`config.mk`:
```
export PLATFORM = sky130hd
export DESIGN_NAME = lc4_multiplier_seq_flat
export DESIGN_NICKNAME = d
export VERILOG_FILES = /design/src/rtl/lc4_multiplier_seq_if.sv /design/src/rtl/lc4_multiplier_seq.sv /design/src/flat_wrapper.sv
export SDC_FILE = /design/constraint.sdc
export NUM_CORES = 1
export LEC_CHECK = 0
export ABC_AREA = 0
export CORE_MARGIN = 2
export CORE_UTILIZATION = 53
export DETAILED_ROUTE_END_ITERATION = 8
export HOLD_SLACK_MARGIN = 0.15
export PLACE_DENSITY_LB_ADDON = 0.08
export REMOVE_ABC_BUFFERS = 1
export SETUP_SLACK_MARGIN = 0.1
export SYNTH_ARGS = -nofsm -noshare
export SYNTH_HDL_FRONTEND = slang
export SYNTH_SLANG_ARGS = --single-unit
```
`constraint.sdc`:
```
create_clock -name clk -period 3.7 [get_ports clk]
set_input_delay 0.74 -clock clk [delete_from_list [all_inputs] [get_ports clk]]
set_output_delay 0.74 -clock clk [all_outputs]
set_load 0.05 [all_outputs]
```
`src/rtl/lc4_multiplier_seq_if.sv`:
```
// lc4_multiplier_seq_if
//   Request/result bundle for the iterative LC4 multiplier.
//   master: the requester (drives i_start and operands, reads results).
//   slave : the multiplier itself.
// Signals
//   i_start         request, honoured only while o_busy==0
//   i_multiplicand  operand A, captured when a request is accepted
//   i_multiplier    operand B, captured when a request is accepted
//   o_busy          1 while iterating; requests are ignored
//   o_valid         one-cycle pulse: o_product_* carries a new result
//   o_product_lo    low half of the product (LC4 MUL result)
//   o_product_hi    high half of the product
//   o_overflow      1 when o_product_hi != 0, held with the product
//   dbg_state       current FSM state, for observation only
// Handshake: a request is accepted on the rising edge where i_start==1 and
// o_busy==0; there is no backpressure, so the consumer must take the result
// in the single cycle o_valid==1 (the product registers keep it afterwards).
interface lc4_multiplier_seq_if #(
    parameter int WIDTH = 16
);
    logic             i_start;
    logic [WIDTH-1:0] i_multiplicand;
    logic [WIDTH-1:0] i_multiplier;
    logic             o_busy;
    logic             o_valid;
    logic [WIDTH-1:0] o_product_lo;
    logic [WIDTH-1:0] o_product_hi;
    logic             o_overflow;
    logic [1:0]       dbg_state;

    modport master (
        output i_start,
        output i_multiplicand,
        output i_multiplier,
        input  o_busy,
        input  o_valid,
        input  o_product_lo,
        input  o_product_hi,
        input  o_overflow,
        input  dbg_state
    );

    modport slave (
        input  i_start,
        input  i_multiplicand,
        input  i_multiplier,
        output o_busy,
        output o_valid,
        output o_product_lo,
        output o_product_hi,
        output o_overflow,
        output dbg_state
    );
endinterface

```
`src/rtl/lc4_multiplier_seq.sv`:
```
// lc4_multiplier_seq
//   Iterative unsigned WIDTH x WIDTH shift-add multiplier (LC4 MUL unit).
//   Retires one multiplier bit per clock; a result appears WIDTH cycles
//   after the request is accepted, with no early-out.
// Ports
//   clk  single clock, all state changes on its rising edge
//   rst  asynchronous, active-high reset; aborts any operation in flight
//   bus  lc4_multiplier_seq_if.slave (request, operands, result, status)
module lc4_multiplier_seq #(
    parameter int WIDTH = 16
) (
    input  logic                  clk,
    input  logic                  rst,
    lc4_multiplier_seq_if.slave   bus
);
    localparam int CW = (WIDTH > 2) ? $clog2(WIDTH) : 1;

    typedef enum logic [1:0] {
        IDLE = 2'd0,
        RUN  = 2'd1,
        DONE = 2'd2
    } state_t;

    state_t           state;
    logic [WIDTH-1:0] a_q;        // captured multiplicand
    logic [WIDTH-1:0] b_q;        // multiplier; low product bits shift in from the top
    logic [WIDTH-1:0] acc_hi;     // upper half of the running product
    logic [CW-1:0]    count;
    logic             busy_q;
    logic             valid_q;
    logic [WIDTH-1:0] lo_q;
    logic [WIDTH-1:0] hi_q;
    logic             ovf_q;

    logic [WIDTH:0]   sum;
    logic [WIDTH-1:0] acc_hi_next;
    logic [WIDTH-1:0] b_next;
    logic             last_iter;

    // One iteration: conditional add into the upper half with the carry kept
    // in bit WIDTH, then shift {carry, acc_hi, b} right by one. The carry
    // becomes the new acc_hi MSB, so all-ones x all-ones stays exact.
    always_comb begin
        sum         = {1'b0, acc_hi} + (b_q[0] ? {1'b0, a_q} : {(WIDTH+1){1'b0}});
        acc_hi_next = sum[WIDTH:1];
        b_next      = {sum[0], b_q[WIDTH-1:1]};
    end

    assign last_iter = (count == CW'(WIDTH - 1));

    always_ff @(posedge clk or posedge rst) begin
        if (rst) begin
            state   <= IDLE;
            a_q     <= '0;
            b_q     <= '0;
            acc_hi  <= '0;
            count   <= '0;
            busy_q  <= 1'b0;
            valid_q <= 1'b0;
            lo_q    <= '0;
            hi_q    <= '0;
            ovf_q   <= 1'b0;
        end else begin
            valid_q <= 1'b0;
            case (state)
                // DONE accepts a new request exactly like IDLE, which gives
                // back-to-back operation every WIDTH+1 cycles.
                IDLE, DONE: begin
                    if (bus.i_start) begin
                        state  <= RUN;
                        a_q    <= bus.i_multiplicand;
                        b_q    <= bus.i_multiplier;
                        acc_hi <= '0;
                        count  <= '0;
                        busy_q <= 1'b1;
                    end else begin
                        state  <= IDLE;
                    end
                end
                RUN: begin
                    acc_hi <= acc_hi_next;
                    b_q    <= b_next;
                    count  <= count + 1'b1;
                    if (last_iter) begin
                        state   <= DONE;
                        busy_q  <= 1'b0;
                        valid_q <= 1'b1;
                        hi_q    <= acc_hi_next;
                        lo_q    <= b_next;
                        ovf_q   <= |acc_hi_next;
                    end
                end
                default: begin
                    state  <= IDLE;
                    busy_q <= 1'b0;
                end
            endcase
        end
    end

    assign bus.o_busy       = busy_q;
    assign bus.o_valid      = valid_q;
    assign bus.o_product_lo = lo_q;
    assign bus.o_product_hi = hi_q;
    assign bus.o_overflow   = ovf_q;
    assign bus.dbg_state    = state;
endmodule
```
`src/flat_wrapper.sv`:
```
// flat-port wrapper written by rule: the top's interface ports become plain ports
module lc4_multiplier_seq_flat 
#(
    parameter int WIDTH = 16
)
  (clk, rst, bus_i_start, bus_i_multiplicand, bus_i_multiplier, bus_o_busy, bus_o_valid, bus_o_product_lo, bus_o_product_hi, bus_o_overflow, bus_dbg_state);
  lc4_multiplier_seq_if #(.WIDTH(WIDTH)) bus_i ();
  input  logic clk;
  input  logic rst;
  input wire logic [$bits(bus_i.i_start)-1:0] bus_i_start;
  input wire logic [$bits(bus_i.i_multiplicand)-1:0] bus_i_multiplicand;
  input wire logic [$bits(bus_i.i_multiplier)-1:0] bus_i_multiplier;
  output wire logic [$bits(bus_i.o_busy)-1:0] bus_o_busy;
  output wire logic [$bits(bus_i.o_valid)-1:0] bus_o_valid;
  output wire logic [$bits(bus_i.o_product_lo)-1:0] bus_o_product_lo;
  output wire logic [$bits(bus_i.o_product_hi)-1:0] bus_o_product_hi;
  output wire logic [$bits(bus_i.o_overflow)-1:0] bus_o_overflow;
  output wire logic [$bits(bus_i.dbg_state)-1:0] bus_dbg_state;
  assign bus_i.i_start = bus_i_start;
  assign bus_i.i_multiplicand = bus_i_multiplicand;
  assign bus_i.i_multiplier = bus_i_multiplier;
  assign bus_o_busy = bus_i.o_busy;
  assign bus_o_valid = bus_i.o_valid;
  assign bus_o_product_lo = bus_i.o_product_lo;
  assign bus_o_product_hi = bus_i.o_product_hi;
  assign bus_o_overflow = bus_i.o_overflow;
  assign bus_dbg_state = bus_i.dbg_state;
  lc4_multiplier_seq #(.WIDTH(WIDTH)) u_core (.clk(clk), .rst(rst), .bus(bus_i));
endmodule
```
==> results.json, run 1 <==
{
  "num_rows": 32,
  "insertion_delay_ns": 0.35,
  "fmax_mhz": 312.4,
  "rsz0062_at_grt": "no",
  "cts_max_path_buffers": 2,
  "path_cells": "and2_1 -> ha_1 -> inv_1 -> fa_1 -> nor2b_1 -> o31a_1 -> a21oi_1 -> or3_1 -> nor3_1 -> nand4b_1 -> nor4b_1 -> a31oi_1",
  "overflow": 0,
  "synthTopCellsByArea": "dfrtp_1 (52%), nand2_1 (16%), ha_1 (5.0%)",
  "cts_buffers": 9,
  "path_buf_inv": 1,
  "yosysSeqAreaShare_pct": 52.34,
  "tightestPinTransition_ns": 0.9254,
  "synth-compound-area-share_pct": 14.38,
  "postCtsResizedCells": 0,
  "clkSinkCount": 89,
  "synthesis.area_sq_um": 4255,
  "cp_max_fo": 17,
  "hold_end": "u_core.a_q[6]$_DFFE_PP0P_",
  "vias": 3474,
  "drt-wirelength-per-cell_um": 14.49,
  "maxSlewHeadroom_pct": 38.16,
  "outcome": "complete, no violations",
  "power_density_nw_per_um2": 982.2,
  "critPathMaxStageDelay_ns": 0.60,
  "drcViolationCount": 0,
  "final_nets": 593,
  "synth_top_family_by_area": "simple AND/OR/NAND/NOR gates",
  "synthSimpleGateAreaFrac_pct": 23.35,
  "grt_max_degree": 90,
  "drt_iter0_drc": 210,
  "endpoint_kind": "flip-flop",
  "ctsHoldBuffers": 0,
  "hold_class": "reg2reg",
  "cts_root_buffer": "clkbuf_8",
  "die_w_um": 93.61,
  "cp.required_ns": 3.94,
  "regToRegEndpoint": "u_core.bus.o_overflow$_DFFE_PP0P_",
  "die_h_um": 93.61,
  "areaGrowthSynthToFinish_pct": 24.73,
  "r2r_cells": 12,
  "die-area_sq_um": 8762,
  "synthArstFlopShare_pct": 100.0,
  "worstPathArrival_ns": 3.44,
  "finalWeightedCongestion": 0.8792,
  "avgSynthCellArea_sq_um": 8.959,
  "cp_slowest_cell": "dfrtp_1",
  "r2r_slack_ns": 0.50,
  "holdCritStartpoint": "u_core.a_q[6]$_DFFE_PP0P_",
  "setup_slack_ns": 0.4995,
  "dpl.hpwl_um": 6272,
  "synth.mux.area_fraction_pct": 0,
  "initial_core_util_pct": 54.78,
  "min_period_ns": 3.201,
  "finalWirelength_um": 9375,
  "dp_slack_ns": 0.5575,
  "cts_tree": "done",
  "antenna_found_initial": 0,
  "synth_cells": 475,
  "viasPerCell": 5.369,
  "drv_slew": 0,
  "hold_depth": 2,
  "core_sq_um": 7767,
  "synth_seq_cells": 89,
  "mostFrequentLayoutCells": "nand2_1 (179), dfrtp_1 (89), clkdlybuf4s50_1 (71)",
  "htreeDepth": 3,
  "setup-tns-final_ns": 0,
  "r2r_start": "u_core.b_q[0]$_DFFE_PP0P_",
  "synth_ff_type": "dfrtp_1",
  "drt_first_pass_iters": 4,
  "synth_cell_types": 43,
  "synth-adder-area-share_pct": 5.469,
  "synth_top_area_share_pct": 52.34,
  "maxCapViolations": 0,
  "setup_viol": 0,
  "crit_type": "reg2reg",
  "ir_drop_mv": 0.5990,
  "layout-drive-gt1-share_pct": 5.138,
  "fin_crit_sh_pct": 86.50,
  "yosys_warnings": 0,
  "hold_viol_final": 0,
  "post-cts-setup-buffers": 0,
  "io-pin-count": 72,
  "skew_ns": 0.01201,
  "grt_pass1_vias": 3380,
  "grt_util_all_layers_pct": 22.86,
  "postRouteAntennaNets": 0,
  "grt_pass1_wl_um": 15670,
  "crit_family": "simple AND/OR/NAND/NOR gates",
  "synth-xor-area-share_pct": 1.647,
  "setup.worst_path.start_class": "flip-flop",
  "n_antenna_cell": 0,
  "synth_edf_count": 0,
  "clk_pin_slew_worst_paths_ns": 0.09,
  "leakage_uw": 0.002597,
  "yosys.area.top_type": "dfrtp_1",
  "final_common_cell": "nand2_1",
  "port_buffers": 71
}
[cell type report]
cell class,count,area [sq um]
inverter,10,38.79
tap,102,127.6
fill,656,2460
timing repair buffer,76,760.7
clock inverter,6,95.09
sequential,89,2227
multi-input combinational,354,1921
clock buffer,10,137.6
[cell usage after synthesis (2+ instances only)]
master and count:
or3_1 2, nor2_1 18, o21ai_0 22, o31a_1 2, xor2_1 5, clkbuf_1 19, and2_1 15, a21oi_1 13
nand2b_1 3, nand3_1 4, nor3_1 4, a22oi_1 16, a21o_1 2, o21ai_1 2, inv_1 10, nand4_1 2
a211oi_1 2, o211ai_1 2, o21bai_1 3, xnor2_1 3, nand2_1 179, nor4_1 2, nor2b_1 3, o31ai_1 2
o21a_1 5, a22o_1 12, ha_1 17, buf_1 3, dfrtp_1 89
[where the power goes]
part           leakage, uW  switching [uW]  internal, uW
registers          0.00110             288          1420
clock network     0.000118             362           408
logic              0.00138            1710          1020
[how the worst max path moves through the flow]
stage | to | start | slack (ns) | depth (start not counted)
final | u_core.bus.o_overflow$_DFFE_PP0P_ | u_core.b_q[0]$_DFFE_PP0P_ | 0.50 | 12
after global routing | u_core.bus.o_overflow$_DFFE_PP0P_ | u_core.b_q[0]$_DFFE_PP0P_ | 0.27 | 12
after CTS | u_core.bus.o_overflow$_DFFE_PP0P_ | u_core.b_q[0]$_DFFE_PP0P_ | 0.54 | 12
after detailed placement | u_core.bus.o_overflow$_DFFE_PP0P_ | u_core.b_q[0]$_DFFE_PP0P_ | 0.56 | 12
after global placement | u_core.bus.o_overflow$_DFFE_PP0P_ | u_core.b_q[0]$_DFFE_PP0P_ | 0.67 | 12
after floorplan | u_core.bus.o_overflow$_DFFE_PP0P_ | u_core.bus.dbg_state[0]$_DFFE_PP0P_ | 0.51 | 9
[flip-flops by register name, indices dropped and copies added (netlist names), 2 cells and up]
signal	cells
u_core.bus.o_product_lo	16
u_core.b_q	16
u_core.bus.dbg_state	2
u_core.count	4
u_core.a_q	16
u_core.bus.o_product_hi	16
u_core.acc_hi	16
[through the flow]
step	util [%]	area, sq um	instances	hold WS (ns)	total power [uW]
6_report	68.33	5308	647	0.4732	5213
5_1_grt	68.33	5308	647	0.4968	5598
4_1_cts	68.33	5308	647	0.4753	5239
3_5_place_dp	65.34	5075	631	0.4543	4456
3_3_place_gp	65.34	5075	631	0.4545	4368
2_1_floorplan	-	4173	453	0.4374	3645
[layer usage]
layer / GRT usage (%) / routed length [um] / up-vias
met1: 30.03 / 4323 / 1647
met2: 37.29 / 4367 / 91
met4: 7.367 / 87 / 0
met3: 5.882 / 596 / 8
li1: - / - / 1728
met5: 0 / 0 / -
[tightest hold or removal path: cells and delay by family, from the launching register on]
| kind | cells | cell delay [ns] |
|---|---|---|
| DFF | 1 | 0.34 |
| and+or+nand+nor | 2 | 0.11 |
[cell families after synthesis]
kind of cell,count (synthesis)
flops,89
xor+xnor,8
simple gates,238
fa+ha+maj,18
compound gates,90
buf+inv,32
Power figures use the tool's default switching activity.
==> run 2, diff against run 1 <==
Settings changed: SETUP_SLACK_MARGIN 0.1 to unset.
==> results of run 2 <==
Same layout as run 1: the final DEF is identical, and so are final timing and power.
==> run 3, diff against run 2 <==
Settings changed: CORE_ASPECT_RATIO set to 1.4, SKIP_CTS_REPAIR_TIMING set to 1.
==> results.json, run 3 (same netlist as run 1, synthesis figures left out) <==
{
  "tightestPinTransition_ns": 0.9208,
  "fin_crit_sh_pct": 87.87,
  "hold_class": "reg2reg",
  "vias": 3526,
  "grt_pass1_wl_um": 16490,
  "cp.required_ns": 3.93,
  "r2r_slack_ns": 0.45,
  "min_period_ns": 3.251,
  "ir_drop_mv": 0.4728,
  "rsz0062_at_grt": "no",
  "layout-drive-gt1-share_pct": 5.657,
  "cts_tree": "done",
  "cts_root_buffer": "clkbuf_8",
  "cts_max_path_buffers": 2,
  "drv_slew": 0,
  "setup-tns-final_ns": 0,
  "holdWs_ns": 0.4768,
  "path_cells": "and2_1 -> ha_1 -> inv_1 -> fa_1 -> nor2b_1 -> o31a_1 -> a21oi_1 -> or3_1 -> nor3_1 -> nand4b_1 -> nor4b_1 -> a31oi_1",
  "die_h_um": 110.0,
  "dpl.hpwl_um": 6827,
  "maxCapViolations": 0,
  "num_rows": 38,
  "critPathMaxStageDelay_ns": 0.54,
  "drt_iter0_drc": 206,
  "skew_ns": 0.01349,
  "maxSlewHeadroom_pct": 38.33,
  "setup_viol": 0,
  "fmax_mhz": 307.6,
  "clk_pin_slew_worst_paths_ns": 0.09,
  "setup.worst_path.start_class": "flip-flop",
  "cp_slowest_cell": "dfrtp_1",
  "leakage_uw": 0.002593,
  "drt-wirelength-per-cell_um": 15.49,
  "endpoint_kind": "flip-flop",
  "viasPerCell": 5.441,
  "htreeDepth": 3,
  "finalWeightedCongestion": 0.8667,
  "hold_viol_final": 0,
  "grt_max_degree": 40,
  "mostFrequentLayoutCells": "nand2_1 (179), dfrtp_1 (89), clkdlybuf4s50_1 (71)",
  "path_buf_inv": 1,
  "drcViolationCount": 0,
  "final_common_cell": "nand2_1",
  "drt_first_pass_iters": 4,
  "die_w_um": 79.73,
  "final_nets": 596,
  "postRouteAntennaNets": 0,
  "antenna_found_initial": 0,
  "overflow": 0,
  "outcome": "complete, no violations",
  "core_sq_um": 7750,
  "cp_max_fo": 10,
  "clkSinkCount": 89,
  "grt_util_all_layers_pct": 24.63,
  "die-area_sq_um": 8772,
  "n_antenna_cell": 0,
  "insertion_delay_ns": 0.36,
  "worstPathArrival_ns": 3.48,
  "cts_buffers": 9,
  "finalWirelength_um": 10040,
  "power_density_nw_per_um2": 980.2,
  "io-pin-count": 72,
  "crit_family": "simple AND/OR/NAND/NOR gates",
  "grt_pass1_vias": 3513,
  "crit_type": "reg2reg",
  "areaGrowthSynthToFinish_pct": 24.52,
  "port_buffers": 71,
  "initial_core_util_pct": 54.91
}
## run 3: cell types whose count changed in the layout (fill, tap and decap cells not counted)
cell        before  now
buf_4            4    7
nor2_2           0    1
nor2_4           1    0
clkinvlp_4       0    2
clkinv_4         1    0
bufinv_16        2    1
## run 3: worst paths after layout
kind	from	end	cells past startpoint
worst max register to register	u_core.b_q[0]$_DFFE_PP0P_	u_core.bus.o_overflow$_DFFE_PP0P_	12
worst max-delay path	u_core.b_q[0]$_DFFE_PP0P_	u_core.bus.o_overflow$_DFFE_PP0P_	12
max in group asynchronous	rst	u_core.bus.o_product_hi[10]$_DFFE_PP0P_	3
worst min-delay path	u_core.a_q[5]$_DFFE_PP0P_	u_core.a_q[5]$_DFFE_PP0P_	2
worst min register to register	u_core.a_q[5]$_DFFE_PP0P_	u_core.a_q[5]$_DFFE_PP0P_	2
min in group asynchronous	rst	u_core.bus.o_valid$_DFF_PP0_	2
## run 3: final cells by class
class | instances | area (sq um)
clock buffers | 10 | 137.6
clock inverters | 6 | 71.32
fillers | 670 | 2451
inverters | 10 | 38.79
multi-input cells | 354 | 1916
flip-flops and latches | 89 | 2227
well taps | 100 | 125.1
repair buffers | 79 | 783.3
## run 3: per-stage QoR
step	cell area (sq um)	worst slack, ns	utilization [%]	total power [uW]	instances
6_report	5299	0.4487	68.37	5194	648
5_1_grt	5299	0.1469	68.37	5581	648
4_1_cts	5299	0.4521	68.37	5219	648
3_5_place_dp	5090	0.4762	65.68	4509	632
3_3_place_gp	5090	0.5308	65.68	4444	632
2_1_floorplan	4173	0.5080	-	3645	453
## run 3: per-layer routing
| metal | share of wire (%) | track usage (%) | up-vias |
|---|---|---|---|
| met2 | 51 | 43.64 | 97 |
| met3 | 5.6 | 5.456 | 17 |
| met5 | 0 | 0 | - |
| li1 | - | - | 1721 |
| met1 | 42 | 29.39 | 1691 |
| met4 | 1.8 | 8.959 | 0 |
## run 3: power by group
group / total (uW) / switching (uW) / internal (uW)
clock network: 699 / 361 / 338
registers: 1710 / 287 / 1420
logic: 2790 / 1750 / 1040
total: 5190 / 2400 / 2800
## run 3: worst register-to-register path: stages, from the launching register on
cell      delay [ns]
dfrtp_1         0.54
and2_1          0.19
ha_1            0.19
inv_1           0.06
fa_1            0.40
nor2b_1         0.16
o31a_1          0.23
a21oi_1         0.10
or3_1           0.35
nor3_1          0.19
nand4b_1        0.14
nor4b_1         0.43
a31oi_1         0.14
